--- config.mk ---
export PLATFORM = sky130hd
export DESIGN_NAME = text_entry_ctrl
export DESIGN_NICKNAME = d
export VERILOG_FILES = /design/src/rtl/text_entry_ctrl.sv
export SDC_FILE = /design/constraint.sdc
export NUM_CORES = 1
export LEC_CHECK = 0
export ABC_AREA = 1
export CAP_MARGIN = 40
export CELL_PAD_IN_SITES_DETAIL_PLACEMENT = 1
export CELL_PAD_IN_SITES_GLOBAL_PLACEMENT = 2
export CORE_AREA = 3 3 160 162
export DETAILED_ROUTE_END_ITERATION = 8
export DIE_AREA = 0 0 163 165
export PLACE_DENSITY = 0.92
export SYNTH_ARGS = -nofsm -noshare
export SYNTH_HDL_FRONTEND = slang
export SYNTH_SLANG_ARGS = --single-unit
--- constraint.sdc ---
create_clock -name clock_27mhz -period 4.6 [get_ports clock_27mhz]
set_input_delay 0.46 -clock clock_27mhz [delete_from_list [all_inputs] [get_ports clock_27mhz]]
set_output_delay 0.46 -clock clock_27mhz [all_outputs]
set_load 0.05 [all_outputs]
--- src/rtl/text_entry_ctrl.sv ---
// Custom-text entry controller: PS/2 scan codes into a fixed-length buffer,
// then a req/ack commit of the frozen buffer to the letter converter.
module text_entry_ctrl #(
    parameter int         TEXT_LEN_MAX = 20,
    parameter logic [7:0] FILL_CODE    = 8'h29
) (
    input  logic                      clock_27mhz,
    input  logic                      reset,
    input  logic                      edit_en,
    input  logic                      button_enter,
    input  logic [7:0]                scan_code,
    input  logic                      scan_rdy,
    input  logic                      commit_ack,
    output logic [TEXT_LEN_MAX*8-1:0] char_array,
    output logic [5:0]                char_len,
    output logic                      accepting,
    output logic                      commit_req,
    output logic                      text_valid,
    output logic                      overflow,
    output logic [1:0]                state
);

    typedef enum logic [1:0] {
        IDLE   = 2'd0,
        ENTRY  = 2'd1,
        COMMIT = 2'd2,
        DONE   = 2'd3
    } state_t;

    localparam logic [5:0] LEN_MAX    = 6'(TEXT_LEN_MAX);
    localparam logic [7:0] CODE_BKSP  = 8'h66;
    localparam logic [7:0] CODE_ENTER = 8'h5A;

    state_t     cur_state;
    state_t     nxt_state;
    logic [7:0] slot [TEXT_LEN_MAX];
    logic [5:0] len_q;
    logic       do_clear;
    logic       do_write;
    logic       do_back;
    logic       drop;

    function automatic logic printable(input logic [7:0] c);
        case (c)
            8'h1C, 8'h32, 8'h21, 8'h23, 8'h24, 8'h2B, 8'h34,
            8'h33, 8'h43, 8'h3B, 8'h42, 8'h4B, 8'h3A, 8'h31,
            8'h44, 8'h4D, 8'h15, 8'h2D, 8'h1B, 8'h2C, 8'h3C,
            8'h2A, 8'h1D, 8'h22, 8'h35, 8'h1A, 8'h29:
                printable = 1'b1;
            default:
                printable = 1'b0;
        endcase
    endfunction

    always_comb begin
        nxt_state = cur_state;
        do_clear  = 1'b0;
        do_write  = 1'b0;
        do_back   = 1'b0;
        drop      = 1'b0;
        case (cur_state)
            IDLE: begin
                if (edit_en) begin
                    nxt_state = ENTRY;
                    do_clear  = 1'b1;
                end
            end
            ENTRY: begin
                // abort outranks any key or enter seen in the same cycle
                if (!edit_en) begin
                    nxt_state = IDLE;
                    do_clear  = 1'b1;
                end else begin
                    if (scan_rdy) begin
                        if (printable(scan_code)) begin
                            if (len_q < LEN_MAX) do_write = 1'b1;
                            else                 drop     = 1'b1;
                        end else if (scan_code == CODE_BKSP) begin
                            do_back = (len_q != 6'd0);
                        end else if (scan_code == CODE_ENTER) begin
                            nxt_state = COMMIT;
                        end
                    end
                    if (button_enter) nxt_state = COMMIT;
                end
            end
            COMMIT: begin
                if (commit_ack) nxt_state = DONE;
            end
            DONE: begin
                if (!edit_en) nxt_state = IDLE;
            end
            default: nxt_state = IDLE;
        endcase
    end

    always_ff @(posedge clock_27mhz or negedge reset) begin
        if (!reset) begin
            cur_state  <= IDLE;
            accepting  <= 1'b0;
            commit_req <= 1'b0;
            text_valid <= 1'b0;
            overflow   <= 1'b0;
        end else begin
            cur_state  <= nxt_state;
            accepting  <= (nxt_state == ENTRY);
            commit_req <= (nxt_state == COMMIT);
            text_valid <= (nxt_state == DONE);
            overflow   <= drop;
        end
    end

    always_ff @(posedge clock_27mhz or negedge reset) begin
        if (!reset) begin
            len_q <= 6'd0;
            for (int k = 0; k < TEXT_LEN_MAX; k++) slot[k] <= FILL_CODE;
        end else if (do_clear) begin
            len_q <= 6'd0;
            for (int k = 0; k < TEXT_LEN_MAX; k++) slot[k] <= FILL_CODE;
        end else if (do_write) begin
            len_q <= len_q + 6'd1;
            for (int k = 0; k < TEXT_LEN_MAX; k++)
                if (len_q == 6'(k)) slot[k] <= scan_code;
        end else if (do_back) begin
            len_q <= len_q - 6'd1;
            for (int k = 0; k < TEXT_LEN_MAX; k++)
                if (len_q == 6'(k + 1)) slot[k] <= FILL_CODE;
        end
    end

    for (genvar k = 0; k < TEXT_LEN_MAX; k++) begin : g_pack
        assign char_array[8*(TEXT_LEN_MAX-1-k) +: 8] = slot[k];
    end

    assign char_len = len_q;
    assign state    = cur_state;

endmodule

==> results by group <==
Critical path
  • Largest fanout on the critical path: 23
  • CP Capture Type: register
  • WP data arrival: roughly 3.1 ns
  • FF-to-FF path depth: 9
  • Reg2reg start: char_len[2]
  • Worst r2r dst: char_array[59]
  • Reg2Reg Setup Slack: 1.90 ns
  • Startpoint Class: primary input
  • Critical Path Start: scan_code[4]
  • Critical path class: in2reg
  • Worst Path Required: 4.96 ns
  • Critical Path End: char_array[59]

Timing
  • Setup-failing EPs final: 0
  • Least-Margin Pin Slew: 0.866 ns
  • Hold WS: -0.00795 ns
  • RSZ-0062 raised after global routing: false
  • Setup TNS: 0 ns
  • Fmax: ~360 MHz
  • Tcrit/Tclk final: 60.0%
  • Max-slew headroom: 42.1%
  • Fin. Hold Viols: 3
  • Clock Skew: 0.0130 ns
  • Tmin final: 2.76 ns
  • Final Max Tran Viols: 0

Floorplanning
  • Chip height: 165 µm
  • Rows: 57
  • Initial Util: between 30% and 40%
  • Die area: 0.0269 mm²
  • Ports: 186
  • Die W: 163 µm
  • Core Region: 0.0242 mm²

Power and ir drop
  • Combinational Power Share: between 40% and 50%
  • Worst VDD drop: 0.000336 V
  • Total power: 0.00694 W
  • Clock network power share: 20.7%
  • Pleak: roughly 5 nW
  • Internal power: 0.00373 W
  • Switching part of the total: 46.2%
  • Sequential share of power: 32.0%
  • Switch Pwr: roughly 0.0032 W
  • PwrDens: 646 mW/mm²

GRT
  • Total gr overflow: 0
  • Largest net degree at the start of global routing: 115
  • Vias in the first global route: roughly 7.0k
  • Initial antenna violation count: 0
  • Gr usage total: 19.1%
  • First-pass GRT wire length: 39.9 mm

Synth
  • Mux cell area share after synthesis: 0%
  • Unique cell type count in the Yosys netlist: 33
  • Synth Register Bits: 172
  • Adder-cell share of the synthesized area: 0.783%
  • Post-synthesis sequential area ratio: 54.8%
  • Post-Syn Instances: 867
  • Fraction of the mapped netlist area in simple logic gates: 33.8%
  • Syn Nets: 886
  • Complex-gate fraction of the synthesized area: 6.94%
  • Largest family of logic cells by synthesized area: simple AND/OR/NAND/NOR gates
  • Synth Area in XOR/XNOR: 0%
  • Cell Area, Synth: about 0.008 mm²
  • Synthesis warning total: 0
  • Avg Synthesized Cell Area: between 9 and 10 µm²

Clock tree
  • Clock root buffer: clkbuf_16
  • CTS clk-pin slew, worst paths: around 0.080 ns
  • CTS H-tree depth: 4
  • Clock buffer depth: 2
  • TritonCTS clock tree: built
  • Clock Latency Late Sink: roughly 0.43 ns
  • Setup bufs post-CTS: 0
  • Hold buffers post-CTS: 0
  • CTS buffer count: 17
  • Clock sink count: 172
  • Post_cts resized: 0

Drt
  • Antenna viol nets, final: 0
  • Post-Route WL: 25.4 mm
  • DR vias: around 6.7k
  • Wire per inst: approximately 18 µm
  • Initial DRT Pass Iterations: 6
  • Routed vias/inst: 4.80
  • Initial drt markers: 324
  • Drt drc: 0

Layout
  • Number of diodes: 0
  • Final core occ: 44.3%
  • Fin nets: 1074
  • Area grow syn2layout: 34.4%
  • Share of layout cells above drive strength 1: 16.5%

Run status
  • Failing checks: negative hold slack
  • Status: complete, but fails checks

Placement
  • Post-DP HPWL: around 18 mm
  • I/O Buffers: 185
  • Routability cong.: around 0.81

Min path
  • Hold crit path type: in2async

Flow run
  • Max-cap violations: 0
[worst max-delay path, stage by stage]
cell and delay [ns]:
clkdlybuf4s50_1 0.53, inv_1 0.15, nor2_1 0.12, o21ai_0 0.09
nand2_1 0.20, nand4_4 0.30, inv_2 0.60, nand2_2 0.30
nand2_4 0.20, nand2_1 0.07, nand2_1 0.07
[synth_stat cells (all sizes together)]
master | count | area share, %
buf | 12 | 1.6
o41ai | 1 | 0.11
nand3 | 154 | 9.8
a21oi | 5 | 0.31
nand4 | 7 | 0.81
o21ai | 24 | 4.3
dfstp | 60 | 20
a21boi | 20 | 1.9
nor2 | 29 | 2.0
nor3 | 4 | 0.31
nor3b | 1 | 0.094
nand2 | 388 | 21
o21bai | 1 | 0.14
ha | 5 | 0.78
o31ai | 1 | 0.094
clkbuf | 10 | 0.66
and2 | 1 | 0.078
o22ai | 1 | 0.078
inv | 31 | 1.5
dfrtp | 112 | 35
[cells by family (layout without fill, tap and decap cells)]
| logic type | count (synthesis) | in the layout |
|---|---|---|
| adders and majority gates | 5 | 5 |
| buffers and inverters | 53 | 254 |
| and+or+nand+nor | 584 | 584 |
| AOI/OAI and AO/OA | 53 | 53 |
| DFF | 172 | 172 |
[how the worst min path moves through the flow]
stage,endpoint,slack (ns),depth (start not counted)
global placement,char_array[51],0.45,2
finish,char_array[7],-0.008,1
floorplan,accepting,0.16,0
global route,char_array[14],0.02,1
CTS,char_array[7],0.009,1
detailed placement,char_array[45],0.45,2
[power by group through the flow]
| stage | Clock (W) | Sequential [W] | Combinational (W) |
|---|---|---|---|
| 6_report | 0.00143 | 0.00222 | 0.00328 |
| 5_1_grt | 0.00154 | 0.00226 | 0.00356 |
| 4_1_cts | 0.00147 | 0.00223 | 0.00333 |
| 3_5_place_dp | 0 | 0.00225 | 0.00331 |
| 3_3_place_gp | 0 | 0.00225 | 0.00324 |
| 2_1_floorplan | 0 | 0.00328 | 0.00126 |
[layout by cell type (no fill, tap or decap), types with 17 or more instances in the layout]
master,instances
o21ai_4,20
inv_1,27
dfstp_2,60
nand2_4,19
dfrtp_1,112
nor2_1,22
clkbuf_16,17
nand3_1,153
nand2_2,23
a21boi_0,20
clkdlybuf4s50_1,184
nand2_1,346
[layout make-up]
type                            count  area, µm²
Clock buffer                       18        429
Clock inverter                     14        148
Fill cell                        2835      13500
Inverter                           31        116
Multi-Input combinational cell    642       3330
Sequential cell                   172       4380
Tap cell                          324        405
Timing Repair Buffer              191       1940
[metrics by stage]
stage                     instance area [µm²]  hold WS, ns  instances  setup WS (ns)
final                                   10700     -0.00795       1392           1.84
after global routing                    10700       0.0238       1392           1.60
after CTS                               10700      0.00871       1392           1.84
after detailed placement                10200        0.454       1360           1.41
after global placement                  10100        0.451       1358           1.35
after floorplan                          7990        0.164        867           2.29
[routing by layer]
metal | wire length (µm) | vias to the layer above | GRT usage (%)
li1 | - | 3199 | -
met1 | 11000 | 3332 | 24.0
met2 | 13100 | 126 | 33.8
met3 | 938 | 23 | 3.41
met4 | 355 | 0 | 5.07
met5 | 0 | - | 0
[flip-flops by register name (all words and copies together) (netlist names)]
name / flops
accepting: 1
commit_req: 1
state: 2
text_valid: 1
overflow: 1
char_len: 6
char_array: 160
Note: power is estimated with default switching activity, not from simulation.
